File: src/rtl/qspi_pkg.sv
// Shared opcodes and FSM states for the serial SRAM responder.
package qspi_pkg;

   localparam logic [7:0] CMD_READ  = 8'h03;
   localparam logic [7:0] CMD_WRITE = 8'h02;
   localparam logic [7:0] CMD_EQIO  = 8'h38;
   localparam logic [7:0] CMD_RSTIO = 8'hFF;

   typedef enum logic [2:0] {
      IDLE,
      CMD,
      ADDR,
      DUMMY,
      RDATA,
      WDATA,
      IGNORE
   } state_t;

endpackage

File: src/rtl/qspi_pin_sync.sv
// Pad synchronizers and single-CLK edge pulses for SCK and CS_N.
// SIO shares the SCK delay so its value lines up with each edge pulse.
module qspi_pin_sync #(
   parameter int STAGES = 2
) (
   input  logic       i_clk,
   input  logic       i_res,
   input  logic       i_sck,
   input  logic       i_cs_n,
   input  logic [3:0] i_sio,
   output logic       o_sck_rise,
   output logic       o_sck_fall,
   output logic       o_cs_fall,
   output logic       o_cs_rise,
   output logic       o_cs_n,
   output logic [3:0] o_sio
);

   logic [STAGES-1:0]      r_sck;
   logic [STAGES-1:0]      r_cs;
   logic [STAGES-1:0][3:0] r_sio;
   logic                   r_sck_d;
   logic                   r_cs_d;

   always_ff @(posedge i_clk) begin
      if (i_res) begin
         r_sck   <= '0;
         r_cs    <= '1;
         r_sio   <= '0;
         r_sck_d <= 1'b0;
         r_cs_d  <= 1'b1;
      end else begin
         r_sck   <= {r_sck[STAGES-2:0], i_sck};
         r_cs    <= {r_cs[STAGES-2:0], i_cs_n};
         r_sio   <= {r_sio[STAGES-2:0], i_sio};
         r_sck_d <= r_sck[STAGES-1];
         r_cs_d  <= r_cs[STAGES-1];
      end
   end

   assign o_sck_rise = r_sck[STAGES-1] & ~r_sck_d;
   assign o_sck_fall = ~r_sck[STAGES-1] & r_sck_d;
   assign o_cs_fall  = ~r_cs[STAGES-1] & r_cs_d;
   assign o_cs_rise  = r_cs[STAGES-1] & ~r_cs_d;
   assign o_cs_n     = r_cs[STAGES-1];
   assign o_sio      = r_sio[STAGES-1];

endmodule

File: src/rtl/qspi_sram_responder.sv
// 23LC512-style SPI/SQI serial SRAM responder driving a
// synchronous byte memory port from oversampled pad signals.
module qspi_sram_responder
   import qspi_pkg::*;
#(
   parameter int ADDR_W      = 16,
   parameter int SYNC_STAGES = 2
) (
   input  logic              CLK,
   input  logic              RES,
   input  logic              QSPI_CS_N,
   input  logic              QSPI_SCK,
   input  logic [3:0]        QSPI_SIO_I,
   output logic [3:0]        QSPI_SIO_O,
   output logic [3:0]        QSPI_SIO_E,
   output logic [ADDR_W-1:0] MEM_ADDR,
   output logic              MEM_RE,
   output logic              MEM_WE,
   output logic [7:0]        MEM_WDATA,
   input  logic [7:0]        MEM_RDATA,
   output logic              SQI_MODE
);

   localparam int CW = $clog2(ADDR_W + 1);

   logic              w_sck_rise;
   logic              w_sck_fall;
   logic              w_cs_fall;
   logic              w_cs_rise;
   logic              w_cs_n;
   logic [3:0]        w_sio;

   state_t            r_state;
   state_t            w_state_nx;

   logic [CW-1:0]     r_cnt;
   logic [CW-1:0]     w_step;
   logic [CW-1:0]     w_cnt_nx;
   logic [7:0]        r_shift;
   logic [7:0]        w_byte_in;
   logic [7:0]        w_rd_byte;
   logic [ADDR_W-1:0] r_addr;
   logic [ADDR_W-1:0] w_addr_in;
   logic              r_is_read;
   logic              r_sqi;
   logic              r_pend_eq;
   logic              r_pend_rst;
   logic              r_re;
   logic              r_we;
   logic              r_drv;
   logic [7:0]        r_wdata;
   logic [3:0]        r_sio_o;

   logic              w_active;
   logic              w_byte_done;
   logic              w_addr_done;
   logic              w_rd_last;

   qspi_pin_sync #(
      .STAGES(SYNC_STAGES)
   ) u_sync (
      .i_clk     (CLK),
      .i_res     (RES),
      .i_sck     (QSPI_SCK),
      .i_cs_n    (QSPI_CS_N),
      .i_sio     (QSPI_SIO_I),
      .o_sck_rise(w_sck_rise),
      .o_sck_fall(w_sck_fall),
      .o_cs_fall (w_cs_fall),
      .o_cs_rise (w_cs_rise),
      .o_cs_n    (w_cs_n),
      .o_sio     (w_sio)
   );

   assign w_active  = ~w_cs_n;
   assign w_step    = r_sqi ? CW'(4) : CW'(1);
   assign w_cnt_nx  = r_cnt + w_step;

   assign w_byte_in = r_sqi ? {r_shift[3:0], w_sio}
                            : {r_shift[6:0], w_sio[0]};
   assign w_addr_in = r_sqi ? {r_addr[ADDR_W-5:0], w_sio}
                            : {r_addr[ADDR_W-2:0], w_sio[0]};

   assign w_byte_done = w_active & w_sck_rise
                      & (w_cnt_nx == CW'(8));
   assign w_addr_done = w_active & w_sck_rise
                      & (w_cnt_nx == CW'(ADDR_W));

   // First slice of each byte comes straight from the memory port.
   assign w_rd_byte = (r_cnt == '0) ? MEM_RDATA : r_shift;
   assign w_rd_last = (w_cnt_nx == CW'(8));

   always_ff @(posedge CLK) begin
      if (RES) begin
         r_state <= IDLE;
      end else begin
         r_state <= w_state_nx;
      end
   end

   always_comb begin
      w_state_nx = r_state;
      if (!w_active) begin
         w_state_nx = IDLE;
      end else begin
         unique case (r_state)
            IDLE: begin
               if (w_cs_fall) w_state_nx = CMD;
            end
            CMD: begin
               if (w_byte_done) begin
                  case (w_byte_in)
                     CMD_READ,
                     CMD_WRITE: w_state_nx = ADDR;
                     default:   w_state_nx = IGNORE;
                  endcase
               end
            end
            ADDR: begin
               if (w_addr_done) begin
                  if (!r_is_read)  w_state_nx = WDATA;
                  else if (r_sqi)  w_state_nx = DUMMY;
                  else             w_state_nx = RDATA;
               end
            end
            DUMMY: begin
               if (w_byte_done) w_state_nx = RDATA;
            end
            default: ;
         endcase
      end
   end

   always_ff @(posedge CLK) begin
      if (RES) begin
         r_cnt      <= '0;
         r_shift    <= '0;
         r_addr     <= '0;
         r_is_read  <= 1'b0;
         r_sqi      <= 1'b0;
         r_pend_eq  <= 1'b0;
         r_pend_rst <= 1'b0;
         r_re       <= 1'b0;
         r_we       <= 1'b0;
         r_drv      <= 1'b0;
         r_wdata    <= '0;
         r_sio_o    <= '0;
      end else begin
         r_re <= 1'b0;
         r_we <= 1'b0;
         if (r_we) r_addr <= r_addr + ADDR_W'(1);

         // Mode changes only take effect once the frame closes.
         if (w_cs_rise) begin
            if (r_pend_eq)  r_sqi <= 1'b1;
            if (r_pend_rst) r_sqi <= 1'b0;
            r_pend_eq  <= 1'b0;
            r_pend_rst <= 1'b0;
         end

         if (!w_active) begin
            r_cnt <= '0;
            r_drv <= 1'b0;
         end else begin
            unique case (r_state)
               IDLE: begin
                  r_cnt <= '0;
                  r_drv <= 1'b0;
               end
               CMD: begin
                  if (w_sck_rise) begin
                     r_shift <= w_byte_in;
                     r_cnt   <= w_byte_done ? '0 : w_cnt_nx;
                  end
                  if (w_byte_done) begin
                     r_is_read  <= (w_byte_in == CMD_READ);
                     r_pend_eq  <= (w_byte_in == CMD_EQIO);
                     r_pend_rst <= (w_byte_in == CMD_RSTIO);
                  end
               end
               ADDR: begin
                  if (w_sck_rise) begin
                     r_addr <= w_addr_in;
                     r_cnt  <= w_addr_done ? '0 : w_cnt_nx;
                  end
                  if (w_addr_done && r_is_read && !r_sqi) r_re <= 1'b1;
               end
               DUMMY: begin
                  if (w_sck_rise) r_cnt <= w_byte_done ? '0 : w_cnt_nx;
                  if (w_byte_done) r_re <= 1'b1;
               end
               RDATA: begin
                  if (w_sck_fall) begin
                     r_drv   <= 1'b1;
                     r_sio_o <= r_sqi ? w_rd_byte[7:4]
                                      : {2'b00, w_rd_byte[7], 1'b0};
                     r_shift <= r_sqi ? {w_rd_byte[3:0], 4'h0}
                                      : {w_rd_byte[6:0], 1'b0};
                     r_cnt   <= w_rd_last ? '0 : w_cnt_nx;
                     // Prefetch so the next byte is ready a full SCK early.
                     if (w_rd_last) begin
                        r_addr <= r_addr + ADDR_W'(1);
                        r_re   <= 1'b1;
                     end
                  end
               end
               WDATA: begin
                  if (w_sck_rise) begin
                     r_shift <= w_byte_in;
                     r_cnt   <= w_byte_done ? '0 : w_cnt_nx;
                  end
                  if (w_byte_done) begin
                     r_we    <= 1'b1;
                     r_wdata <= w_byte_in;
                  end
               end
               default: ;
            endcase
         end
      end
   end

   assign QSPI_SIO_O = r_sio_o;
   assign QSPI_SIO_E = (r_state == RDATA && r_drv && w_active)
                     ? (r_sqi ? 4'hF : 4'b0010) : 4'h0;
   assign MEM_ADDR   = r_addr;
   assign MEM_RE     = r_re;
   assign MEM_WE     = r_we;
   assign MEM_WDATA  = r_wdata;
   assign SQI_MODE   = r_sqi;

endmodule

File: config.mk
export PLATFORM = sky130hd
export DESIGN_NAME = qspi_sram_responder
export DESIGN_NICKNAME = d
export VERILOG_FILES = /design/src/rtl/qspi_pkg.sv /design/src/rtl/qspi_pin_sync.sv /design/src/rtl/qspi_sram_responder.sv
export SDC_FILE = /design/constraint.sdc
export NUM_CORES = 1
export LEC_CHECK = 0
export CORE_UTILIZATION = 40
export DETAILED_ROUTE_END_ITERATION = 8
export GPL_ROUTABILITY_DRIVEN = 0
export SYNTH_ARGS = -nofsm -noshare
export SYNTH_HDL_FRONTEND = slang
export SYNTH_HIERARCHICAL = 1
export SYNTH_SLANG_ARGS = --single-unit
File: constraint.sdc
create_clock -name CLK -period 3.9 [get_ports CLK]
set_clock_uncertainty 0.1 [all_clocks]
set_input_delay 0.585 -clock CLK [delete_from_list [all_inputs] [get_ports CLK]]
set_output_delay 0.585 -clock CLK [all_outputs]
set_load 0.02 [all_outputs]
---- After elaboration in Yosys (flattened, before gate mapping) ----
Index checks and enable logic that the tools add are counted.
Widths: inputs -> output; s select.
word-level totals
  input bits .............................. 16
  flip-flop bits (word level) ............. 65
  logic and storage cells ................. 126
cells by class
  bitwise operators ....................... 12
  reduce and logical (&&, ||, !) cells .... 25
  add/sub/neg operators ................... 2
  muxes and demuxes ....................... 49
  equal/unequal tests ..................... 19
operators by type and width
  operator               number
  $mux 16                6
  $mux 8                 5
  $pmux 16 s2            1
  $mux 5                 6
  $mux 3                 8
  $pmux 5 s4             1
  $add 16x1->16 const B  1
  $eq 8x2->1 const B     2
  $pmux 8 s2             1
  $mux 1                 15
  $mux 4                 3
  $pmux 3 s4             1
  $reduce_and 3->1       3
  $eq 8x6->1 const B     1
  $eq 8x8->1 const B     1
  $ne 2x1->1 const B     4
  $ne 2x2->1 const B     4
  $reduce_and 4->1       2
  $reduce_bool 4->1      2
  $and 1x1->1            7
  $eq 3x2->1 const B     2
  $eq 3x3->1 const B     2
  $reduce_bool 2->1      3
  $reduce_or 2->1        3
  other kinds (14)       23

---- Longest topological paths before layout ----
Gate-level depths: netlist (run 1).
  word-level depth ........................ 8
  gate-level depth with buffers ........... 12
  depth with buffers taken out ............ 9

---- Modules after synthesis ----
The synthesis (run 1) kept the hierarchy.
by module, submodules not included
  module               times used  cells an instance  area each (µm²)
  qspi_sram_responder  1           463                3589.7
  qspi_pin_sync        1           37                 437.9

---- Least setup slack after synthesis (run 1) ----
Ideal clock, no wire load.
  kind .................................... register to register
  from .................................... register r_sqi, in the netlist SQI_MODE
  to ...................................... register r_addr[13], in the netlist MEM_ADDR[13]
  buffers on the path ..................... 2
  required time ........................... 3.683 ns
  data arrival time ....................... 3.373 ns
  slack ................................... 0.310 ns
  stages on the path, launching flop included .. 12
  cell sequence ........................... dfxtp_1 -> buf_2 -> buf_1 -> clkinv_1 -> ha_1 -> ha_1 -> xor2_1 -> nor3_1 -> nand4_1 -> or3b_1 -> a311o_1 -> o22a_1
on the way
  longest elaborated chain between the ends .. 7
  elaborated cells between the ends (all ways) .. 9
  those cells by class .................... add/sub: 1; eq/ne: 1; mux: 7
ends and longest elaborated chain
  what                    RTL line                    source
  start, declared         qspi_sram_responder.sv:45   logic r_sqi;
  start signal, assigned  qspi_sram_responder.sv:140  r_sqi <= 1'b0;
  start signal, assigned  qspi_sram_responder.sv:155  if (r_pend_eq) r_sqi <= 1'b1;
  start signal, assigned  qspi_sram_responder.sv:156  if (r_pend_rst) r_sqi <= 1'b0;
  $mux 3                  qspi_sram_responder.sv:76   assign w_step = r_sqi ? CW'(4) : CW'(1);
  $add 5x3->5             qspi_sram_responder.sv:77   assign w_cnt_nx = r_cnt + w_step;
  $eq 5x4->1              qspi_sram_responder.sv:91   assign w_rd_last = (w_cnt_nx == CW'(8));
  $mux 16                 qspi_sram_responder.sv:201  if (w_rd_last) begin
  $mux 16                 qspi_sram_responder.sv:193  if (w_sck_fall) begin
  $pmux 16 s2 (*)         qspi_sram_responder.sv:165  unique case (r_state)
  $mux 16 (*)             qspi_sram_responder.sv:161  if (!w_active) begin
  end signal, assigned    qspi_sram_responder.sv:151  if (r_we) r_addr <= r_addr + ADDR_W'(1);
  end signal, assigned    qspi_sram_responder.sv:183  r_addr <= w_addr_in;
  end signal, assigned    qspi_sram_responder.sv:202  r_addr <= r_addr + ADDR_W'(1);
  end, declared           qspi_sram_responder.sv:42   logic [ADDR_W-1:0] r_addr;
Mark *: on every way between the ends. The rest lies on a longest branch, timed or not.
A chain may end at the register's enable or synchronous reset.

---- Worst setup path after layout (run 1) ----
  from .................................... register r_state[1]
  to ...................................... output port QSPI_SIO_E[2]
on the way
  longest elaborated chain between the ends .. 4
ends and longest elaborated chain
  what                             RTL line                    source
  start, declared                  qspi_sram_responder.sv:33   state_t r_state;
  start signal, assigned           qspi_sram_responder.sv:97   r_state <= w_state_nx;
  $eq 3x3->1                       qspi_sram_responder.sv:224  assign QSPI_SIO_E = (r_state == RDATA && r_drv && w_active)
  $logic_and 1x1->1 (2 in series)  qspi_sram_responder.sv:224
  $mux 4                           qspi_sram_responder.sv:225  ? (r_sqi ? 4'hF : 4'b0010) : 4'h0;
  end, declared                    qspi_sram_responder.sv:15   output logic [3:0] QSPI_SIO_E,
Every way passes these cells.

==> metrics.cfg, run 1 <==
[synthesis]
syn_nets=520
ys_seq_area_share_pct=32.3
netlist_area_mm2=0.00403
synthArstFlopShare_pct=0
synth_fa_ha_area_share_pct=1.24
synth-seq-cells=65
synth_top_family_by_area=simple AND/OR/NAND/NOR gates
synth_xor_area_share_pct=5.87
synth-compound-area-share_pct=18.9
synth_ff_type=dfxtp_1
synth_mux_area_share_pct=10.3
ys_warn_count=6
syn_area_per_cell_um2=8.06
yosys.area_share.simple_pct=24.8
yosysUniqueCellTypes=66
synth_edf_count=0
synthCells=500

[critical_path]
critPathMaxFanout=14
cp_slowest_cell=clkdlybuf4s50_1
slowest_delay_ns=0.61
critPathMostFrequentCell=nor2_1
ff2ff_setup_slack_ns=0.74
worstPathRequired_ns=3.21
cp_top_family=simple AND/OR/NAND/NOR gates
ff2ff_path_depth=9
worstSetupEndpointType=primary output
critPathLaunchType=flop
cp_cell_sequence=nor2_1 > nand2_1 > nor2_1 > and3_1 > clkdlybuf4s50_1
crit_buf_inv=1
critPathArrivalTime_ns=2.62
crit_type=reg2out
r2r_end=MEM_ADDR[13]
crit_start=r_state[1]
reg2reg_from=SQI_MODE

[global_route]
grt_max_degree=37
antenna_found_initial=0
grt_pass1_wl_um=18300
first_global_vias=3545
gr-total-overflow=0
grt.total_usage_pct=22.8

[hold_path]
whs_path_depth=1
min-delay-start=r_pend_rst
hold_path.class=reg2reg
min_to=SQI_MODE

[pwr]
max-vdd-ir-drop_mv=0.181
p_leak_nw=1.58
powerDensity_mw_per_mm2=269

[floorplanning]
start_util_pct=41.2
io_pins=51
dieArea_mm2=0.0105
fp.dieW_um=102
rows=36
dieHeight_um=102
fp.coreArea_mm2=0.00977

[final_layout]
syn2layout_area_growth_pct=17.0
final_cell_mix=dfxtp_1 (64), clkdlybuf4s50_1 (50), nor2_1 (43)
layout.nets=545
diodes=0
drive_gt1_share_pct=7.17
n_fill_cell=967
final_common_cell=dfxtp_1

[status]
status=completed

[clocking]
cts_buffer_depth=2
cts_max_level=3
clk_latency_ns=0.34
cts_hold_buf=0
cts_buffers=9
cts_setup_buffers=0
postCtsResizedCells=0
clkTransAtPathRegs_ns=0.08
cts-root-buf=clkbuf_8
clkSinkCount=65
cts_tree=done

[timing]
finalSetupViolCount=0
rsz0062_at_grt=no
min_period_ns=3.30
totalNegativeSetupSlack_ns=0
finalMaxSlewViolations=0
fmax_mhz=303
max_slew.worst_pin.slew_ns=0.869
worst_slack_ns=0.598
period_share_pct=84.7
finalHoldViolations=0
max_slew_margin_pct=42.0

[placement]
port-buffer-count=50
hpwl_um=8120
dp_slack_ns=0.771

[drt]
drt_iter0_drc=200
via_count=3875
routed_wl_um=11400
firstDrtPassIters=4
drc=0
vias_per_cell=5.84
wl_per_cell_um=17.2
postRouteAntennaNets=0

[job]
max_cap_violations=0

-- flip-flops by register name, summed over array words and instances, names as in the netlist, 2 cells and up --
register,cells
r_state,3
u_sync/o_sio,4
QSPI_SIO_O,4
MEM_WDATA,8
u_sync/r_cs,2
r_shift,8
u_sync/r_sio,4
u_sync/r_sck,2
MEM_ADDR,16
r_cnt,5
-- worst register-to-register path, stage by stage (launching register included) --
cell      delay [ns]
dfxtp_2         0.35
clkinv_1        0.23
ha_1            0.31
ha_1            0.22
xor2_1          0.19
nor3_1          0.40
nand4_1         0.27
or3b_1          0.44
a311o_1         0.37
o22a_1          0.17
-- cell families (layout without fill, tap and decap cells) --
| logic type | after synthesis | after routing |
|---|---|---|
| AO/OA/AOI/OAI | 117 | 117 |
| adder cells (fa/ha/maj) | 4 | 4 |
| AND/OR/NAND/NOR | 190 | 190 |
| flip-flops | 65 | 65 |
| multiplexers | 41 | 41 |
| XOR/XNOR | 27 | 27 |
| buffers and inverters | 56 | 86 |
-- metrics by stage --
stage / utilization [%] / instances / total power [mW] / hold slack, ns / cell area, um^2
floorplan: - / 500 / 0.718 / 0.283 / 4030
global placement: 46.4 / 647 / 0.741 / 0.290 / 4540
detailed placement: 46.4 / 647 / 0.741 / 0.291 / 4540
CTS: 48.2 / 663 / 1.28 / 0.308 / 4710
global route: 48.2 / 663 / 1.30 / 0.324 / 4710
finish: 48.2 / 663 / 1.27 / 0.312 / 4710
-- area by class of cell --
type | count | area, um^2 | area share, %
timing repair buffer | 57 | 553 | 11.7
multi-input combinational | 379 | 2460 | 52.3
clock inverter | 2 | 12.5 | 0.266
tap | 133 | 166 | 3.53
inverter | 13 | 48.8 | 1.04
clock buffer | 14 | 163 | 3.45
sequential | 65 | 1300 | 27.6
-- metal layers --
layer | global-route usage, % | part of all wire, %
met1 | 29.7 | 44
met2 | 37.6 | 48
met3 | 3.35 | 5.4
met4 | 9.45 | 2.6
met5 | 0 | 0
-- synth_stat cells (all sizes together) (2+ instances only) --
master | number | area share, %
a2111oi | 2 | 0.43
a211o | 2 | 0.43
a211oi | 8 | 1.5
a21o | 6 | 1.1
a21oi | 33 | 4.2
a22oi | 4 | 0.75
a2bb2oi | 3 | 0.65
a311o | 2 | 0.50
a311oi | 2 | 0.43
a31oi | 8 | 1.2
and2 | 4 | 0.65
and2b | 3 | 0.56
and3 | 4 | 0.62
and4 | 2 | 0.50
buf | 19 | 3.0
clkbuf | 24 | 2.2
dfxtp | 65 | 32
ha | 4 | 1.2
inv | 12 | 1.1
mux2 | 5 | 1.4
mux2i | 36 | 8.9
nand2 | 34 | 3.2
nand2b | 3 | 0.47
nand3 | 26 | 3.4
nand3b | 2 | 0.37
nand4 | 13 | 2.0
nor2 | 44 | 4.2
nor2b | 17 | 2.6
nor3 | 10 | 1.5
nor3b | 2 | 0.37
nor4 | 10 | 1.7
o211ai | 2 | 0.37
o21ai | 20 | 2.5
o221ai | 3 | 0.65
o22ai | 8 | 1.2
o31a | 2 | 0.43
o31ai | 2 | 0.37
o32ai | 2 | 0.43
or2 | 8 | 1.2
or3 | 4 | 0.62
or4 | 2 | 0.37
xnor2 | 13 | 2.8
xor2 | 14 | 3.0
-- how the worst max path moves through the flow --
stage | end | slack, ns | cells past startpoint
6_report | QSPI_SIO_E[2] | 0.60 | 5
5_1_grt | MEM_ADDR[7] | 0.45 | 9
2_1_floorplan | MEM_ADDR[13] | 0.31 | 11
4_1_cts | QSPI_SIO_E[2] | 0.62 | 5
3_3_place_gp | MEM_ADDR[13] | 0.86 | 9
3_5_place_dp | MEM_ADDR[13] | 0.77 | 9
-- power by group --
part	switching, mW	internal, mW	total, mW
logic	0.0257	0.0263	0.0520
registers	0.00441	0.670	0.674
clock network	0.273	0.266	0.539
total	0.303	0.962	1.27
Note: power is estimated with default switching activity, not from simulation.
==> run 2: changes to the inputs <==
==> constraint.sdc (replaced) <==
create_clock -name CLK -period 3.1 [get_ports CLK]
set_clock_uncertainty 0.1 [all_clocks]
set_input_delay 0.465 -clock CLK [delete_from_list [all_inputs] [get_ports CLK]]
set_output_delay 0.465 -clock CLK [all_outputs]
set_load 0.02 [all_outputs]
==> run 2 against run 1 <==
Net effect: total power grew 37%; sequential power grew 26%; critical endpoint is now QSPI_SIO_E[0]; cell area grew 2.8%; largest cell class unchanged; count of clock-buffer cells in the layout shrank 5.
==> metrics.cfg, run 2 (synthesis gave the netlist of run 1 again) <==
[drt]
drc=0
wl_per_cell_um=17.4
drt_iter0_drc=275
firstDrtPassIters=5
routed_wl_um=11700
vias_per_cell=5.73
via_count=3856
postRouteAntennaNets=0

[critical_path]
ff2ff_path_depth=9
critPathMaxFanout=6
r2r_end=r_pend_rst
ff2ff_setup_slack_ns=0.25
crit_type=reg2out
cp_slowest_cell=clkdlybuf4s50_1
worstSetupEndpointType=primary output
cp_cell_sequence=nor2_1 > nand2_1 > nor2_2 > and3_1 > clkdlybuf4s50_1
reg2reg_from=SQI_MODE
slowest_delay_ns=0.62
critPathArrivalTime_ns=2.30
worstPathRequired_ns=2.53
critPathLaunchType=flop

[timing]
finalMaxSlewViolations=0
finalHoldViolations=0
fmax_mhz=349
min_period_ns=2.86
totalNegativeSetupSlack_ns=0
max_slew.worst_pin.slew_ns=0.865
period_share_pct=92.3
worst_slack_ns=0.238
rsz0062_at_grt=no
max_slew_margin_pct=42.2
finalSetupViolCount=0

[placement]
hpwl_um=8440
port-buffer-count=50
dp_slack_ns=0.272

[clocking]
clk_latency_ns=0.35
clkTransAtPathRegs_ns=0.08
cts-root-buf=clkbuf_8
cts_buffer_depth=2
cts_hold_buf=0
clkSinkCount=65
cts_buffers=9
cts_max_level=3
cts_tree=done

[floorplanning]
fp.coreArea_mm2=0.00977
start_util_pct=41.2
dieArea_mm2=0.0105
fp.dieW_um=102
io_pins=51
rows=36
dieHeight_um=102

[final_layout]
final_common_cell=dfxtp_1
diodes=0
largest_register_ffs=16
drive_gt1_share_pct=10.0
final_cell_mix=dfxtp_1 (64), clkdlybuf4s50_1 (50), nor2_1 (42)
syn2layout_area_growth_pct=20.2
layout.nets=556

[hold_path]
hold_path.class=reg2reg
whs_path_depth=1
min_to=u_sync/r_cs[1]
min-delay-start=u_sync/r_cs[0]

[pwr]
max-vdd-ir-drop_mv=0.227
p_leak_nw=1.66
power_mw=1.73
powerDensity_mw_per_mm2=357

[job]
max_cap_violations=0

[global_route]
antenna_found_initial=0
grt_max_degree=38
grt_pass1_wl_um=18900
first_global_vias=3613
grt.total_usage_pct=23.8
gr-total-overflow=0

[status]
status=completed

run 2: cell types whose count changed in the layout (fill, tap and decap cells not counted), moves of 2 or more:
cell	change
buf_4	+11
clkbuf_1	-3
clkbuf_8	-2
bufinv_16	+2
clkinv_4	+2
run 2: final cells by class:
cell class | count | area (um^2)
clock buffer | 9 | 124
clock inverter | 6 | 91.3
fill | 971 | 4930
inverter | 13 | 50.0
multi-input combinational | 379 | 2470
sequential | 65 | 1300
tap | 133 | 166
timing repair buffer | 68 | 636
run 2: worst max path at each step:
stage	from	endpoint	slack (ns)	cells past startpoint
after floorplan	SQI_MODE	MEM_ADDR[13]	0.02	11
after global placement	SQI_MODE	MEM_ADDR[9]	0.30	10
after detailed placement	SQI_MODE	MEM_ADDR[9]	0.27	10
after CTS	r_state[1]	QSPI_SIO_E[0]	0.11	5
after global routing	SQI_MODE	MEM_ADDR[9]	0.02	10
final	r_state[1]	QSPI_SIO_E[0]	0.24	5
run 2: per-layer routing:
layer / global-route usage [%] / routed length, um / vias up
li1: - / - / 1877
met1: 30.4 / 5140 / 1801
met2: 39.4 / 5640 / 151
met3: 4.92 / 626 / 27
met4: 8.68 / 294 / 0
met5: 0 / 0 / -
run 2: critical path, delay by kind of cell (launching register included):
kind                   cells  cell delay (ns)
DFF                        1             0.32
and+or+nand+nor            4             1.00
buffers and inverters      1             0.62
run 2: repair_timing:
item	in CTS	in global routing
setup buffers	0	0
resized for setup	0	1
endpoints found under the setup margin	0	3
run 2: power by group:
| part | leakage [nW] | switching [mW] | internal [mW] |
|---|---|---|---|
| Clock | 0.110 | 0.363 | 0.453 |
| Combinational | 1.02 | 0.0334 | 0.0342 |
| Sequential | 0.527 | 0.00465 | 0.842 |
| Total | 1.66 | 0.401 | 1.33 |
run 2: stage by stage:
step	cells	hold WS, ns	util, %	instance area (um^2)
floorplan	500	0.283	-	4040
global placement	658	0.290	47.3	4620
detailed placement	658	0.300	47.3	4620
CTS	673	0.318	49.5	4840
global route	673	0.344	49.5	4840
finish	673	0.310	49.5	4840
==> run 3: changes to the inputs <==
--- a/config.mk
+++ b/config.mk
@@ -6,8 +6,10 @@
 export NUM_CORES = 1
 export LEC_CHECK = 0
 export CORE_UTILIZATION = 40
+export CTS_BUF_LIST = sky130_fd_sc_hd__clkbuf_2 sky130_fd_sc_hd__clkbuf_4 sky130_fd_sc_hd__clkbuf_8
 export DETAILED_ROUTE_END_ITERATION = 8
 export GPL_ROUTABILITY_DRIVEN = 0
+export SKIP_LAST_GASP = 1
 export SYNTH_ARGS = -nofsm -noshare
 export SYNTH_HDL_FRONTEND = slang
 export SYNTH_HIERARCHICAL = 1
==> constraint.sdc (replaced) <==
create_clock -name CLK -period 3.3 [get_ports CLK]
set_clock_uncertainty 0.1 [all_clocks]
set_input_delay 0.495 -clock CLK [delete_from_list [all_inputs] [get_ports CLK]]
set_output_delay 0.495 -clock CLK [all_outputs]
set_load 0.02 [all_outputs]
==> run 3 against run 2 <==
Net effect: final cell count decreased by 0.30%; register-to-register slack improved by 0.25 ns; setup slack got worse by 0.0040 ns; combinational power decreased by 8.3%; non-clock buffer count decreased by 3; first-iteration DRC count decreased by 21%; global-route usage decreased by 0.83 points; critical path depth unchanged; sequential cell count unchanged; total power decreased by 9.3%.
==> metrics.cfg, run 3 (synthesis gave the netlist of run 1 again) <==
[floorplanning]
rows=36
fp.dieW_um=102
start_util_pct=41.2
dieHeight_um=102
dieArea_mm2=0.0105
fp.coreArea_mm2=0.00977
io_pins=51

[clocking]
clkSinkCount=65
cts_buffers=9
cts_max_level=3
cts_buffer_depth=2
cts_tree=done
clk_latency_ns=0.35
clkTransAtPathRegs_ns=0.08
cts-root-buf=clkbuf_8
cts_hold_buf=0

[timing]
period_share_pct=92.9
max_slew.worst_pin.slew_ns=0.895
fin_hold_ws_ns=0.311
finalSetupViolCount=0
worst_slack_ns=0.234
rsz0062_at_grt=no
totalNegativeSetupSlack_ns=0
finalMaxSlewViolations=0
finalHoldViolations=0
min_period_ns=3.07
fmax_mhz=326
max_slew_margin_pct=40.2

[pwr]
p_leak_nw=1.63
pwr-share-comb_pct=4.0
p_seq_share_pct=50.7
p_sw_share_pct=24.2
p_int_mw=1.19
clock_power_share_pct=45.3
max-vdd-ir-drop_mv=0.264
switching_power_uw=380
powerDensity_mw_per_mm2=326

[global_route]
grt_max_degree=49
grt_pass1_wl_um=18500
grt.total_usage_pct=23.0
antenna_found_initial=0
first_global_vias=3601
gr-total-overflow=0

[critical_path]
critPathLaunchType=flop
ff2ff_setup_slack_ns=0.50
reg2reg_from=SQI_MODE
crit_type=reg2out
critPathArrivalTime_ns=2.47
ff2ff_path_depth=10
worstSetupEndpointType=primary output
worstPathRequired_ns=2.70
r2r_end=MEM_ADDR[9]
critPathMaxFanout=14

[hold_path]
min_to=u_sync/r_cs[1]
whs_path_depth=1
hold_path.class=reg2reg
min-delay-start=u_sync/r_cs[0]

[placement]
hpwl_um=8180
dp_slack_ns=0.521
port-buffer-count=50

[status]
status=completed

[drt]
firstDrtPassIters=5
vias_per_cell=5.72
drt_iter0_drc=216
via_count=3838
routed_wl_um=11300
drc=0
postRouteAntennaNets=0
wl_per_cell_um=16.9

[final_layout]
drive_gt1_share_pct=9.48
largest_register_ffs=16
final_cell_mix=dfxtp_1 (64), clkdlybuf4s50_1 (50), nor2_1 (42)
syn2layout_area_growth_pct=19.4
layout.nets=553
diodes=0
final_common_cell=dfxtp_1

[job]
max_cap_violations=0

run 3: cell types whose count changed in the layout (fill, tap and decap cells not counted), sizes merged:
| cell | change |
|---|---|
| clkbuf | +1 |
| clkinv | -2 |
| inv | +2 |
| buf | -3 |
| clkinvlp | +1 |
| bufinv | -1 |
run 3: cell type report:
class,count,area (um^2)
Inverter,13,48.8
Clock buffer,10,131
Sequential cell,65,1300
Clock inverter,6,72.6
Multi-Input combinational cell,379,2470
Timing Repair Buffer,65,613
Fill cell,979,4970
Tap cell,133,166
run 3: how the worst max path moves through the flow:
stage | slack [ns] | start | to
global route | 0.08 | r_state[1] | QSPI_SIO_E[0]
finish | 0.23 | r_state[1] | QSPI_SIO_E[0]
detailed placement | 0.52 | r_state[1] | QSPI_SIO_E[0]
CTS | 0.14 | r_state[1] | QSPI_SIO_E[0]
floorplan | 0.05 | SQI_MODE | MEM_ADDR[13]
global placement | 0.57 | r_state[1] | QSPI_SIO_E[0]
run 3: per-layer routing:
metal / GRT usage [%] / vias up / share of wire (%)
met5: 0 / - / 0
met4: 8.79 / 0 / 2.1
met3: 4.04 / 19 / 4.6
met2: 37.9 / 107 / 48
met1: 29.8 / 1832 / 46
li1: - / 1880 / -
run 3: critical path, cell delays in order, from the launching register on:
cell and delay, ns:
dfxtp_1 0.47, nor2_2 0.31, nand2_1 0.17, nor2_1 0.29
and3_1 0.25, clkdlybuf4s50_1 0.63
run 3: timing repair:
action / 4_1_cts / 5_1_grt
setup endpoints to repair: 0 / 3
buffers inserted: 0 / 0
gates resized for setup: 0 / 1
run 3: stage by stage:
| step | power (mW) | utilization, % | area [um^2] | instances |
|---|---|---|---|---|
| finish | 1.57 | 49.2 | 4810 | 671 |
| global route | 1.62 | 49.2 | 4810 | 671 |
| CTS | 1.59 | 49.2 | 4800 | 671 |
| detailed placement | 0.876 | 47.1 | 4600 | 655 |
| global placement | 0.876 | 47.1 | 4600 | 655 |
| floorplan | 0.848 | - | 4030 | 500 |
run 3: power by group through the flow:
stage                     sequential [mW]  clock (mW)  combinational (mW)
after floorplan                     0.811           0              0.0369
after global placement              0.814           0              0.0617
after detailed placement            0.814           0              0.0614
after CTS                           0.796       0.730              0.0617
after global routing                0.797       0.755              0.0680
final                               0.796       0.711              0.0620
